`config.mk`:
```
export PLATFORM = sky130hd
export DESIGN_NAME = audio_dac_serializer
export DESIGN_NICKNAME = d
export VERILOG_FILES = /design/src/rtl/audio_dac_serializer.sv
export SDC_FILE = /design/constraint.sdc
export NUM_CORES = 1
export LEC_CHECK = 0
export ABC_CLOCK_PERIOD_IN_PS = 4100
export CORE_UTILIZATION = 50
export CTS_CLUSTER_SIZE = 40
export DETAILED_ROUTE_END_ITERATION = 8
export PLACE_DENSITY = 0.69
export SLEW_MARGIN = 25
export SYNTH_ARGS = -nofsm -noshare
export SYNTH_HDL_FRONTEND = slang
export SYNTH_SLANG_ARGS = --single-unit
export TNS_END_PERCENT = 20
```
`constraint.sdc`:
```
create_clock -name clk -period 4.1 [get_ports clk]
set_input_delay 1.025 -clock clk [delete_from_list [all_inputs] [get_ports clk]]
set_output_delay 1.025 -clock clk [all_outputs]
set_load 0.02 [all_outputs]
```
`src/rtl/audio_dac_serializer.sv`:
```
// Audio DAC serializer: a stereo sample FIFO feeding an I2S master transmitter
// for a WM8731 DAC. This block generates BCLK and DACLRCK itself from clk, and
// every output is registered.
module audio_dac_serializer #(
    parameter int BCLK_HALF  = 8,
    parameter int FIFO_DEPTH = 4
) (
    input  logic        clk,
    input  logic        reset_n,
    input  logic        clear_audio_out_memory,
    input  logic [15:0] left_channel_audio_out,
    input  logic [15:0] right_channel_audio_out,
    input  logic        write_audio_out,
    output logic        audio_out_allowed,
    output logic [2:0]  fifo_level,
    output logic        underrun,
    output logic        AUD_BCLK,
    output logic        AUD_DACLRCK,
    output logic        AUD_DACDAT
);

    localparam int AW = $clog2(FIFO_DEPTH);
    localparam int CW = AW + 1;
    localparam int DW = $clog2(BCLK_HALF + 1);
    localparam logic [DW-1:0] DIV_TC  = DW'(BCLK_HALF - 1);
    localparam logic [CW-1:0] DEPTH_C = CW'(FIFO_DEPTH);

    // Serial side
    logic [DW-1:0] div_q, div_d;
    logic          bclk_q, bclk_d;
    logic [5:0]    bit_cnt_q, bit_cnt_d;
    logic          lrck_q, lrck_d;
    logic          dat_q, dat_d;
    logic [15:0]   lsr_q, lsr_d;
    logic [15:0]   rsr_q, rsr_d;
    logic          underrun_q, underrun_d;

    // FIFO side
    logic [31:0]   mem_q [FIFO_DEPTH];
    logic [AW-1:0] wr_ptr_q, wr_ptr_d;
    logic [AW-1:0] rd_ptr_q, rd_ptr_d;
    logic [CW-1:0] count_q, count_d;
    logic          allowed_q, allowed_d;

    logic          bclk_tc;
    logic          bclk_fall;
    logic          frame_start;
    logic          pop_en;
    logic          wr_en;
    logic [31:0]   head;

    assign bclk_tc     = (div_q == DIV_TC);
    assign bclk_fall   = bclk_tc && bclk_q;
    // bit_cnt is about to wrap from 63 to 0: this is where the next frame is loaded.
    assign frame_start = bclk_fall && (bit_cnt_q == 6'd63);
    assign pop_en      = frame_start && (count_q != '0);
    // A write into an empty FIFO on the pop cycle is only stored, not popped.
    // The frame therefore underruns.
    assign wr_en       = write_audio_out && allowed_q && !clear_audio_out_memory;
    assign head        = mem_q[rd_ptr_q];

    // Bit-clock divider and serial shifter next state; DACLRCK/DACDAT move only on BCLK falls
    always_comb begin
        div_d      = bclk_tc ? '0 : div_q + DW'(1);
        bclk_d     = bclk_tc ? ~bclk_q : bclk_q;
        bit_cnt_d  = bit_cnt_q;
        lrck_d     = lrck_q;
        dat_d      = dat_q;
        lsr_d      = lsr_q;
        rsr_d      = rsr_q;
        underrun_d = frame_start && (count_q == '0);
        if (bclk_fall) begin
            bit_cnt_d = bit_cnt_q + 6'd1;
            lrck_d    = bit_cnt_d[5];
            dat_d     = 1'b0;
            if (bit_cnt_d == 6'd0) begin
                lsr_d = pop_en ? head[31:16] : 16'h0000;
                rsr_d = pop_en ? head[15:0]  : 16'h0000;
            end else if (bit_cnt_d <= 6'd16) begin
                dat_d = lsr_q[15];
                lsr_d = {lsr_q[14:0], 1'b0};
            end else if (bit_cnt_d >= 6'd33 && bit_cnt_d <= 6'd48) begin
                dat_d = rsr_q[15];
                rsr_d = {rsr_q[14:0], 1'b0};
            end
        end
    end

    // FIFO pointer, level and write-permission next state; clear overrides a write
    always_comb begin
        wr_ptr_d = wr_en  ? wr_ptr_q + AW'(1) : wr_ptr_q;
        rd_ptr_d = pop_en ? rd_ptr_q + AW'(1) : rd_ptr_q;
        count_d  = count_q;
        case ({wr_en, pop_en})
            2'b10:   count_d = count_q + CW'(1);
            2'b01:   count_d = count_q - CW'(1);
            default: count_d = count_q;
        endcase
        if (clear_audio_out_memory) begin
            wr_ptr_d = '0;
            rd_ptr_d = '0;
            count_d  = '0;
        end
        allowed_d = (count_d < DEPTH_C);
    end

    // State registers with synchronous active-low reset
    always_ff @(posedge clk) begin
        if (!reset_n) begin
            div_q      <= '0;
            bclk_q     <= 1'b0;
            bit_cnt_q  <= 6'd63;
            lrck_q     <= 1'b1;
            dat_q      <= 1'b0;
            lsr_q      <= '0;
            rsr_q      <= '0;
            underrun_q <= 1'b0;
            wr_ptr_q   <= '0;
            rd_ptr_q   <= '0;
            count_q    <= '0;
            allowed_q  <= 1'b1;
        end else begin
            div_q      <= div_d;
            bclk_q     <= bclk_d;
            bit_cnt_q  <= bit_cnt_d;
            lrck_q     <= lrck_d;
            dat_q      <= dat_d;
            lsr_q      <= lsr_d;
            rsr_q      <= rsr_d;
            underrun_q <= underrun_d;
            wr_ptr_q   <= wr_ptr_d;
            rd_ptr_q   <= rd_ptr_d;
            count_q    <= count_d;
            allowed_q  <= allowed_d;
        end
    end

    // Sample storage; contents are don't-care until written, so it needs no reset
    always_ff @(posedge clk) begin
        if (reset_n && wr_en) begin
            mem_q[wr_ptr_q] <= {left_channel_audio_out, right_channel_audio_out};
        end
    end

    assign audio_out_allowed = allowed_q;
    assign fifo_level        = 3'(count_q);
    assign underrun          = underrun_q;
    assign AUD_BCLK          = bclk_q;
    assign AUD_DACLRCK       = lrck_q;
    assign AUD_DACDAT        = dat_q;

endmodule

```
==> Word-level counts from Yosys, hierarchy flattened <==
Memory sizes are Yosys's and may differ from the RTL's. A register that Yosys moved wholly into a read port is not among the register bits.
Cells that the tools add are included.
{ "totals": {"inputBits": 36, "output_inout_bits": 8, "word_cells": 64, "mem_bits_rw": 128, "regBits": 54, "n_memories": 1} }
{ "memory_table": {"columns": ["name", "words", "width", "read_ports", "rd_ports_with_merged_regs", "write_ports", "line_no", "text"], "rows": [
  ["mem_q", 4, 32, 1, 1, 1, "39", "logic [31:0] mem_q [FIFO_DEPTH];"]
]} }
{ "classes": {"bitwise": 2, "mux": 16, "order_cmp": 4, "addsub": 6, "n_reduce_logical": 18, "eq_ne": 5} }
{ "ops": {"columns": ["operator", "n"], "rows": [
  ["$mux W16", 7],
  ["$logic_and A1 B1 Y1", 8],
  ["$add A6 B1 Y6 const B", 1],
  ["$eq A6 B6 Y1 const B", 1],
  ["$ge A6 B6 Y1 const B", 1],
  ["$le A6 B5 Y1 const B", 1],
  ["$le A6 B6 Y1 const B", 1],
  ["$logic_not A6 Y1", 1],
  ["$pmux W3 S2", 1],
  ["$mux W1", 5],
  ["$add A2 B1 Y2 const B", 2],
  ["$add A4 B1 Y4 const B", 1],
  ["$eq A4 B3 Y1 const B", 1],
  ["$mux W2", 2],
  ["$reduce_bool A2 Y1", 2],
  ["$reduce_or A2 Y1", 2],
  ["$add A3 B1 Y3 const B", 1],
  ["$logic_not A3 Y1", 1],
  ["$lt A3 B3 Y1 const B", 1],
  ["$mux W3", 1],
  ["$reduce_and A3 Y1", 1],
  ["$reduce_bool A3 Y1", 1],
  ["$sub A3 B1 Y3 const B", 1],
  ["$eq A2 B1 Y1 const B", 1],
  ["other kinds (5)", 6]
]} }

==> Longest topological paths before layout <==
Gate-level depths: netlist of the first run.
{ "logic_depth": {"ltp_word": 8, "mapped_depth": 10, "mapped_depth_nobuf": 10} }

==> Least setup slack after synthesis of the first run <==
Ideal clock, no wire load.
{ "synth_path": {"path_type": "input -> register", "start": "in reset_n", "end": "mem mem_q[0][0], enable pin", "path_slack_ns": 1.248, "setup_time_ns": 0.392, "t_arrival_ns": 2.460, "path_buffers": 2, "t_required_ns": 3.708, "path_stages": 5, "path_cell_list": "clkbuf_1 -> nand2b_1 -> clkbuf_1 -> nor2_1 -> and2_1"} }
{ "synth_via": {"elab_chain_cells": 3} }
{ "synth_lines": {"columns": ["element", "line_no", "text"], "rows": [
  ["start, declared", "9", "input logic reset_n,"],
  ["$logic_and A1 B1 Y1", "140", "if (reset_n && wr_en) begin"],
  ["$mux W1", "140", null],
  ["$mux W1 (not written as such)", "141", "mem_q[wr_ptr_q] <= {left_channel_audio_out, right_channel_audio_out};"],
  ["end, declared", "39", null]
]} }
No other way between the ends.

==> Worst setup path in the final report of the first run <==
{ "layout_path": {"start": "reg bit_cnt_q[0]", "end": "reg rsr_q[15]"} }
{ "layout_via": {"elab_chain_cells": 5, "elab_cells_between_ends": 14, "cone_classes": "1 x add/sub; 3 x order compare; 2 x eq/ne; 2 x mux; 6 x reduce/logical"} }
{ "layout_lines": {"columns": ["element", "line_no", "text"], "rows": [
  ["start, declared", "31", "logic [5:0] bit_cnt_q, bit_cnt_d;"],
  ["start signal, assigned", "125", "bit_cnt_q <= bit_cnt_d;"],
  ["$eq A6 B6 Y1", "55", "assign frame_start = bclk_fall && (bit_cnt_q == 6'd63);"],
  ["$logic_and A1 B1 Y1", "55", null],
  ["$logic_and A1 B1 Y1", "56", "assign pop_en = frame_start && (count_q != '0);"],
  ["via pop_en", "48", "logic pop_en;"],
  ["$mux W16", "78", "rsr_d = pop_en ? head[15:0] : 16'h0000;"],
  ["$mux W16", "76", "if (bit_cnt_d == 6'd0) begin"],
  ["end signal, assigned", "129", "rsr_q <= rsr_d;"],
  ["end, declared", "35", "logic [15:0] rsr_q, rsr_d;"]
]} }
The timed path passes the listed nets, and every way through them passes these cells.
A chain may end at the register's enable or synchronous reset.

==> impl_metrics.json, run 1 <==
{
  "drt_iter0_markers": 253,
  "timing.rr.start": "bit_cnt_q[0]$_SDFFE_PN1P_",
  "met1_usage": 0.2428,
  "setup_tns_ps": 0,
  "ys_types": 45,
  "use_met2": 0.3132,
  "finalInstanceArea_sq_mm": 0.008454,
  "dp_hpwl_microns": 7786,
  "holdBufCountCts": 0,
  "worstPathArrival_ps": 3140,
  "synth_cells": 460,
  "initial_core_util": 0.5199,
  "cts_tree": "done",
  "grt_busiest_layer": "met2",
  "rows": 43,
  "syn-num-nets": 505,
  "fin_cells": 696,
  "worst-path-max-fanout": 11,
  "numCtsBuffers": 17,
  "clockBufferDepth": 2,
  "synthFlopType": "edfxtp_1",
  "final.setup.worst_slack_ps": 1288,
  "cp-startpoint": "bit_cnt_q[0]$_SDFFE_PN1P_",
  "via_per_inst": 5.750,
  "timing.hold.ws_ps": 447.7,
  "antenna_found_initial": 0,
  "drv_slew": 0,
  "max_freq_ghz": 0.3556,
  "hold_start": "div_q[0]$_SDFF_PP0_",
  "antenna_cells": 0,
  "synth-edff-count": 128,
  "worst_pin_slew_ps": 906.0,
  "overflow": 0,
  "critPathKind": "register to register",
  "dp_cells": 664,
  "area_growth_syn_to_layout_pct": 15.80,
  "grt_start_max_net_pins": 33,
  "ys_async_sr_fraction": 0,
  "gr-usage-met3": 0.04554,
  "place.gp.congestion": 0.7330,
  "dieArea_sq_mm": 0.01509,
  "grt_pass1_wl_microns": 20900,
  "cts_resized": 0,
  "max-vdd-ir-drop_mv": 0.3399,
  "powerDensity_mw_per_mm2": 431.0,
  "cts_setup_buffers": 0,
  "ant_nets": 0,
  "endpoint_kind": "register",
  "totalWireLength_microns": 12890,
  "wl_per_cell_microns": 18.51,
  "ios": 44,
  "dpl_cell_area_sq_mm": 0.007890,
  "htree_levels": 4,
  "fillers": 1056,
  "ys_seq_area_frac": 0.6773,
  "avgSynthCellArea_sq_um": 15.87,
  "critPathRequiredTime_ps": 4430,
  "hp-class": "register to register",
  "grt_pass1_vias": 4001,
  "die_h_microns": 122.8,
  "syn-cell-area_sq_mm": 0.007301,
  "slew_headroom": 0.3953,
  "period_share": 0.6858,
  "ys_seq_elements": 183,
  "worstSetupStartpointType": "register",
  "rsz0062_at_grt": "no",
  "p_leak_nw": 2.715,
  "yosys_warnings": 0,
  "core_sq_mm": 0.01404,
  "finalClockSkew_ps": 8.828,
  "clock_latency_ps": 420,
  "maxCapViolations": 0,
  "cts_root_buf": "clkbuf_16",
  "grt_usage": 0.1900,
  "status": "finished, final reports clean",
  "clkTransAtPathRegs_ps": 60,
  "layout.nets": 548,
  "io_buffers": 43,
  "pre_cts_ws_ps": 842.2,
  "dr.pass1.iters": 4,
  "hold_violations": 0,
  "cts.sinks": 183,
  "drcViolationCount": 0,
  "route.vias.total": 4002,
  "finalCriticalPeriod_ps": 2812,
  "drive_gt1_frac": 0.2074,
  "chipWidth_microns": 122.8,
  "setup_viol": 0
}
worst paths after layout:
path	cells after the start	slack [ps]	to
setup reg to reg	7	1290	rsr_q[15]$_SDFFE_PN0P_
setup / recovery	7	1290	rsr_q[15]$_SDFFE_PN0P_
hold / removal	1	450	div_q[0]$_SDFF_PP0_
hold reg to reg	1	450	div_q[0]$_SDFF_PP0_
stage by stage:
stage                     power (W)    util
after floorplan            0.002072       -
after global placement     0.002128  0.5618
after detailed placement   0.002132  0.5619
after CTS                  0.003664  0.6021
after global routing       0.003742  0.6021
final                      0.003644  0.6021
layout make-up:
class,instances,area [sq um],area share
clock inverters,14,135.1,0.01598
clock buffers,18,429.2,0.05076
multi-input cells,240,2182,0.2581
well taps,180,225.2,0.02664
flip-flops and latches,183,4947,0.5852
inverters,8,30.03,0.003552
repair buffers,53,505.5,0.05979
cell usage in the layout (no fill, tap or decap), drive strengths merged, types with 8 or more instances in the layout:
cell,Yosys,routed
clkdlybuf4s50,0,43
a31oi,15,15
inv,8,9
nand2,45,45
dfxtp,55,55
mux4,32,32
ha,8,8
a22oi,14,14
buf,14,10
clkinv,0,9
clkbuf,15,18
edfxtp,128,128
o21ai,21,21
a211oi,32,32
nor2,14,14
routing by layer:
metal	up-vias	part of all wire
met5	-	0
met4	0	0.011
met3	11	0.037
met2	63	0.52
met1	2049	0.43
li1	1879	-
sequential cells by signal, summed over array words and instances (netlist names), 2 cells and up, named ones only:
| name | flops |
|---|---|
| lsr_q | 16 |
| wr_ptr_q | 2 |
| div_q | 4 |
| fifo_level | 3 |
| rd_ptr_q | 2 |
| mem_q | 128 |
| rsr_q | 16 |
| bit_cnt_q | 6 |
worst max-delay path, cell delays in order (launching register included):
cell and delay [ps]:
dfxtp_1 480, ha_1 250, nand2_1 230, nor4b_4 480
nor3b_4 640, buf_4 310, a22oi_1 90, a211oi_1 240
synthesized netlist by cell type (all sizes together) (2+ instances only):
| cell type | instances | area share |
|---|---|---|
| a211oi | 32 | 0.043 |
| a21oi | 7 | 0.0053 |
| a22oi | 14 | 0.021 |
| a31oi | 15 | 0.013 |
| and2 | 5 | 0.0043 |
| and3 | 3 | 0.0026 |
| and4 | 2 | 0.0024 |
| buf | 14 | 0.012 |
| clkbuf | 15 | 0.0077 |
| dfxtp | 55 | 0.15 |
| edfxtp | 128 | 0.53 |
| ha | 8 | 0.014 |
| inv | 8 | 0.0041 |
| mux4 | 32 | 0.099 |
| nand2 | 45 | 0.023 |
| nand2b | 2 | 0.0017 |
| nand3 | 5 | 0.0034 |
| nor2 | 14 | 0.0072 |
| nor3 | 4 | 0.0027 |
| o211ai | 2 | 0.0021 |
| o21ai | 21 | 0.014 |
| or2 | 3 | 0.0026 |
| or3 | 2 | 0.0017 |
| xnor2 | 7 | 0.0084 |
| xor2 | 4 | 0.0048 |
logic make-up after synthesis:
group | Yosys count | share of synthesized area
xor+xnor | 11 | 0.01320
flops | 183 | 0.6773
fa+ha+maj | 9 | 0.01645
compound gates | 96 | 0.1052
buf+inv | 37 | 0.02382
simple gates | 91 | 0.06392
mux | 33 | 0.1001
report_power, final:
part	total [W]	internal [W]	switching (W)
Clock	0.00155	0.000891	0.000662
Sequential	0.00200	0.00199	0.00000646
Combinational	0.0000922	0.0000466	0.0000455
Total	0.00364	0.00293	0.000714
(Power assumes the default switching activity.)
==> inputs of run 2 (changes only) <==
--- a/config.mk
+++ b/config.mk
@@ -5,11 +5,11 @@
 export SDC_FILE = /design/constraint.sdc
 export NUM_CORES = 1
 export LEC_CHECK = 0
-export ABC_CLOCK_PERIOD_IN_PS = 4100
+export ABC_CLOCK_PERIOD_IN_PS = 2300
 export CORE_UTILIZATION = 50
 export CTS_CLUSTER_SIZE = 40
 export DETAILED_ROUTE_END_ITERATION = 8
-export PLACE_DENSITY = 0.69
+export PLACE_DENSITY = 0.72
 export SLEW_MARGIN = 25
 export SYNTH_ARGS = -nofsm -noshare
 export SYNTH_HDL_FRONTEND = slang
==> constraint.sdc (replaced) <==
create_clock -name clk -period 2.3 [get_ports clk]
set_input_delay 0.575 -clock clk [delete_from_list [all_inputs] [get_ports clk]]
set_output_delay 0.575 -clock clk [all_outputs]
set_load 0.02 [all_outputs]
==> run 2 against run 1 <==
  * Cell count rose by 2.7%
  * First-iteration DRC count fell by 19%
  * Via count is 1.1% higher
  * Clock skew increased by 0.93 ps
  * Total power grew 81%
  * Flip-flop and latch count stayed put
  * Register-to-register slack got worse by 1100 ps
  * Combinational power rose by 95%
  * Largest power group unchanged
==> impl_metrics.json, run 2 (synthesized netlist as in run 1, its figures left out) <==
{
  "hp-class": "register to register",
  "cts.sinks": 183,
  "maxCapViolations": 0,
  "area_growth_syn_to_layout_pct": 20.15,
  "layout_commonest_cell": "edfxtp_1",
  "largest_reg_flops": 128,
  "dieArea_sq_mm": 0.01509,
  "dp_hpwl_microns": 7715,
  "max-vdd-ir-drop_mv": 0.5283,
  "path_cells": "clkdlybuf4s50_1 -> nand2_1 -> or2_4 -> ha_4 -> fa_2 -> xnor2_2 -> nor2_2 -> xnor2_1 -> or2_2",
  "totalWireLength_microns": 12960,
  "cts_tree": "done",
  "endpoint_kind": "register",
  "top_register": "mem_q",
  "final_cell_mix": "128 x edfxtp_1, 53 x dfxtp_1, 45 x nand2_1",
  "numCtsBuffers": 17,
  "period_share": 0.9617,
  "clock_latency_ps": 420,
  "io_buffers": 43,
  "pre_cts_ws_ps": -429.8,
  "finalClockSkew_ps": 9.759,
  "final.setup.worst_slack_ps": 88.04,
  "finalCriticalPeriod_ps": 2212,
  "die_h_microns": 122.8,
  "rows": 43,
  "power_w": 0.006599,
  "powerDensity_mw_per_mm2": 752.2,
  "route.vias.total": 4047,
  "layout.nets": 567,
  "wl_per_cell_microns": 18.13,
  "worstSetupStartpointType": "primary input",
  "cpMaxStageDelayCell": "clkdlybuf4s50_1",
  "antenna_found_initial": 0,
  "via_per_inst": 5.660,
  "grt_start_max_net_pins": 33,
  "clkTransAtPathRegs_ps": 60,
  "place.gp.congestion": 0.7801,
  "worstPathArrival_ps": 2520,
  "drt_iter0_markers": 204,
  "overflow": 0,
  "status": "finished, final reports clean",
  "drcViolationCount": 0,
  "hold_violations": 0,
  "cts_root_buf": "clkbuf_16",
  "largestRegisters": "mem_q (128), lsr_q (16), rsr_q (16)",
  "chipWidth_microns": 122.8,
  "max_freq_ghz": 0.4521,
  "slowest_delay_ps": 480,
  "htree_levels": 4,
  "slew_headroom": 0.6682,
  "drive_gt1_frac": 0.2355,
  "final_util": 0.6247,
  "initial_core_util": 0.5199,
  "antenna_cells": 0,
  "drv_slew": 0,
  "setup_viol": 0,
  "worst-path-max-fanout": 2,
  "critPathRequiredTime_ps": 2600,
  "core_sq_mm": 0.01404,
  "grt_pass1_vias": 4159,
  "critPathKind": "primary input to register",
  "clockBufferDepth": 2,
  "ios": 44,
  "ant_nets": 0,
  "grt_usage": 0.1941,
  "p_leak_nw": 2.839,
  "grt_pass1_wl_microns": 21230,
  "worst_pin_slew_ps": 492.6,
  "holdBufCountCts": 0,
  "dr.pass1.iters": 4
}
[run 2: cell types whose count changed in the layout (fill, tap and decap cells not counted), moves of 4 or more]
| cell | delta |
|---|---|
| buf_12 | +10 |
| clkinv_2 | -5 |
| clkbuf_1 | +4 |
| buf_4 | +9 |
[run 2: per-stage QoR]
step           TNS (ps)  cells  area [sq um]  hold slack (ps)
3_5_place_dp     -880.0    683          8158            442.3
4_1_cts               0    715          8743            449.0
6_report              0    715          8772            449.1
3_3_place_gp     -742.0    683          8158            427.9
5_1_grt         -0.3466    715          8772            459.1
2_1_floorplan     -9773    460          7302            417.2
[run 2: path summary, 6_finish.rpt]
| path | from | to | slack (ps) | depth (start not counted) |
|---|---|---|---|---|
| setup / recovery | write_audio_out | audio_out_allowed$_SDFF_PN1_ | 90 | 9 |
| hold / removal | div_q[0]$_SDFF_PP0_ | div_q[0]$_SDFF_PP0_ | 450 | 1 |
| setup reg to reg | div_q[0]$_SDFF_PP0_ | audio_out_allowed$_SDFF_PN1_ | 140 | 9 |
| hold reg to reg | div_q[0]$_SDFF_PP0_ | div_q[0]$_SDFF_PP0_ | 450 | 1 |
[run 2: final cells by class]
type / instances / area (sq um)
clock inverters: 9 / 127.6
flip-flops and latches: 183 / 4947
inverters: 8 / 30.03
clock buffers: 23 / 457.9
multi-input cells: 240 / 2211
fillers: 1028 / 5270
well taps: 180 / 225.2
repair buffers: 72 / 773.2
[run 2: where the power goes]
part	total [W]	internal, W	switching, W	leakage (nW)
Clock	0.00286	0.00173	0.00112	0.280
Combinational	0.000180	0.0000955	0.0000843	0.958
Sequential	0.00356	0.00355	0.0000113	1.60
[run 2: routing by layer]
metal | routed length (microns) | track usage | vias up
met5 | 0 | 0 | -
met4 | 235 | 0.07470 | 0
met3 | 455 | 0.04740 | 15
met2 | 6772 | 0.3230 | 75
met1 | 5496 | 0.2454 | 2046
li1 | - | - | 1911
[run 2: what timing repair did]
item / 4_1_cts / 5_1_grt
endpoints found under the setup margin: 0 / 2
resized for setup: 0 / 7
setup buffers: 0 / 0
[run 2: worst max-delay path, delay by kind of cell]
family,cells,cell delay [ps]
xor+xnor,2,280
fa+ha+maj,2,530
buf+inv,1,480
simple gates,4,660
==> inputs of run 3 (changes only) <==
--- a/config.mk
+++ b/config.mk
@@ -5,11 +5,11 @@
 export SDC_FILE = /design/constraint.sdc
 export NUM_CORES = 1
 export LEC_CHECK = 0
-export ABC_CLOCK_PERIOD_IN_PS = 2300
+export ABC_CLOCK_PERIOD_IN_PS = 2480
 export CORE_UTILIZATION = 50
 export CTS_CLUSTER_SIZE = 40
 export DETAILED_ROUTE_END_ITERATION = 8
-export PLACE_DENSITY = 0.72
+export PLACE_DENSITY = 0.69
 export SLEW_MARGIN = 25
 export SYNTH_ARGS = -nofsm -noshare
 export SYNTH_HDL_FRONTEND = slang
==> constraint.sdc (replaced) <==
create_clock -name clk -period 2.48 [get_ports clk]
set_input_delay 0.62 -clock clk [delete_from_list [all_inputs] [get_ports clk]]
set_output_delay 0.62 -clock clk [all_outputs]
set_load 0.02 [all_outputs]
==> run 3 against run 2 <==
  * Register-to-register slack gained 70 ps
  * Worst setup slack gained 62 ps
  * Critical path type unchanged
  * Die area is the same
  * Critical path depth is the same
  * Flip-flop and latch count is the same
  * Hold slack is essentially flat
  * Largest power group unchanged
  * Clock-buffer cell count shrank 3
  * Cell count shrank 1.3%
  * Total power shrank 7.4%
  * Clock skew shrank 3.2 ps
==> impl_metrics.json, run 3 (synthesized netlist as in run 1, its figures left out) <==
{
  "dr.pass1.iters": 4,
  "min_to": "div_q[0]$_SDFF_PP0_",
  "timing.rr.start": "bit_cnt_q[1]$_SDFFE_PN1P_",
  "antenna_cells": 0,
  "cp-startpoint": "write_audio_out",
  "critPathRequiredTime_ps": 2790,
  "clockBufferDepth": 2,
  "drt_iter0_markers": 225,
  "finalCriticalPeriod_ps": 2330,
  "largestRegisters": "mem_q (128), lsr_q (16), rsr_q (16)",
  "final_cell_mix": "128 x edfxtp_1, 54 x dfxtp_1, 45 x nand2_1",
  "via_per_inst": 5.649,
  "ios": 44,
  "chipWidth_microns": 122.8,
  "drcViolationCount": 0,
  "dieArea_sq_mm": 0.01509,
  "finalInstanceArea_sq_mm": 0.008662,
  "clock_latency_ps": 430,
  "endpoint_kind": "register",
  "grt_pass1_vias": 4088,
  "cts_root_buf": "clkbuf_16",
  "worstPathArrival_ps": 2640,
  "cts_setup_buffers": 0,
  "dp_hpwl_microns": 7598,
  "largest_reg_flops": 128,
  "hold_start": "div_q[0]$_SDFF_PP0_",
  "layout.nets": 558,
  "r2r-end": "audio_out_allowed$_SDFF_PN1_",
  "layout_commonest_cell": "edfxtp_1",
  "finalClockSkew_ps": 6.587,
  "io_buffers": 43,
  "drv_slew": 0,
  "place.gp.congestion": 0.7659,
  "worst-path-max-fanout": 2,
  "cts_tree": "done",
  "maxCapViolations": 0,
  "totalWireLength_microns": 12770,
  "die_h_microns": 122.8,
  "slew_headroom": 0.5179,
  "core_sq_mm": 0.01404,
  "hold_violations": 0,
  "rsz0062_at_grt": "no",
  "holdPathStages": 1,
  "wl_per_cell_microns": 18.08,
  "grt_start_max_net_pins": 33,
  "initial_core_util": 0.5199,
  "holdBufCountCts": 0,
  "overflow": 0,
  "worstSetupStartpointType": "primary input",
  "status": "finished, final reports clean",
  "hp-class": "register to register",
  "setup_viol": 0,
  "area_growth_syn_to_layout_pct": 18.65,
  "max_freq_ghz": 0.4291,
  "dpl_cell_area_sq_mm": 0.008051,
  "top_register": "mem_q",
  "multi_input_area_sq_mm": 0.002203,
  "cts.sinks": 183,
  "ant_nets": 0,
  "numCtsBuffers": 17,
  "rows": 43,
  "grt_usage": 0.1908,
  "antenna_found_initial": 0,
  "critPathKind": "primary input to register",
  "regArea_sq_mm": 0.004946,
  "route.vias.total": 3988,
  "max-vdd-ir-drop_mv": 0.7835,
  "p_leak_nw": 2.785,
  "clkTransAtPathRegs_ps": 60,
  "final_util": 0.6169,
  "fillers": 1029,
  "reg2reg_slack_ps": 210,
  "timing.hold.ws_ps": 449.0,
  "r2r_cells": 9,
  "period_share": 0.9396,
  "drive_gt1_frac": 0.2224,
  "htree_levels": 4,
  "grt_pass1_wl_microns": 20890,
  "powerDensity_mw_per_mm2": 705.6,
  "worst_pin_slew_ps": 723.2
}
-- run 3: metal layers --
layer | GRT usage | part of all wire
met5 | 0 | 0
met4 | 0.06936 | 0.015
met3 | 0.05623 | 0.041
met2 | 0.3223 | 0.52
met1 | 0.2320 | 0.43
-- run 3: timing repair --
item	4_1_cts	5_1_grt
gates resized for setup	1	3
endpoints found under the setup margin	1	16
cloned	0	0
-- run 3: how the worst max path moves through the flow --
| stage | end | cells past startpoint |
|---|---|---|
| 3_5_place_dp | audio_out_allowed$_SDFF_PN1_ | 9 |
| 6_report | audio_out_allowed$_SDFF_PN1_ | 9 |
| 3_3_place_gp | audio_out_allowed$_SDFF_PN1_ | 9 |
| 4_1_cts | rsr_q[15]$_SDFFE_PN0P_ | 7 |
| 5_1_grt | audio_out_allowed$_SDFF_PN1_ | 9 |
| 2_1_floorplan | mem_q[0][0]$_DFFE_PP_ | 5 |
-- run 3: report_power, final --
part / switching, W / leakage (nW) / internal, W
clock: 0.00112 / 0.281 / 0.00153
combinational: 0.0000761 / 0.903 / 0.0000836
sequential: 0.0000107 / 1.60 / 0.00329
-- run 3: area by class of cell --
type,count,share of cell area
Inverter,8,0.003467
Multi-Input combinational cell,240,0.2544
Clock buffer,20,0.05157
Clock inverter,12,0.01647
Tap cell,180,0.02600
Sequential cell,183,0.5710
Timing Repair Buffer,63,0.07713
-- run 3: stage by stage --
step	std cells	setup slack (ps)	setup TNS [ps]	total power, W
floorplan	460	33.07	0	0.003426
global placement	674	-248.7	-478.3	0.003524
finish	706	149.7	0	0.006112
global route	706	1.297	0	0.006286
detailed placement	674	-280.9	-542.9	0.003532
CTS	706	128.5	0	0.006160
-- run 3: worst max-delay path, stage by stage --
cell             delay, ps
clkdlybuf4s50_1        480
nand2_1                 60
or2_2                  270
ha_1                   210
fa_1                   390
xnor2_1                150
nor2_1                  70
xnor2_1                110
or2_2                  280
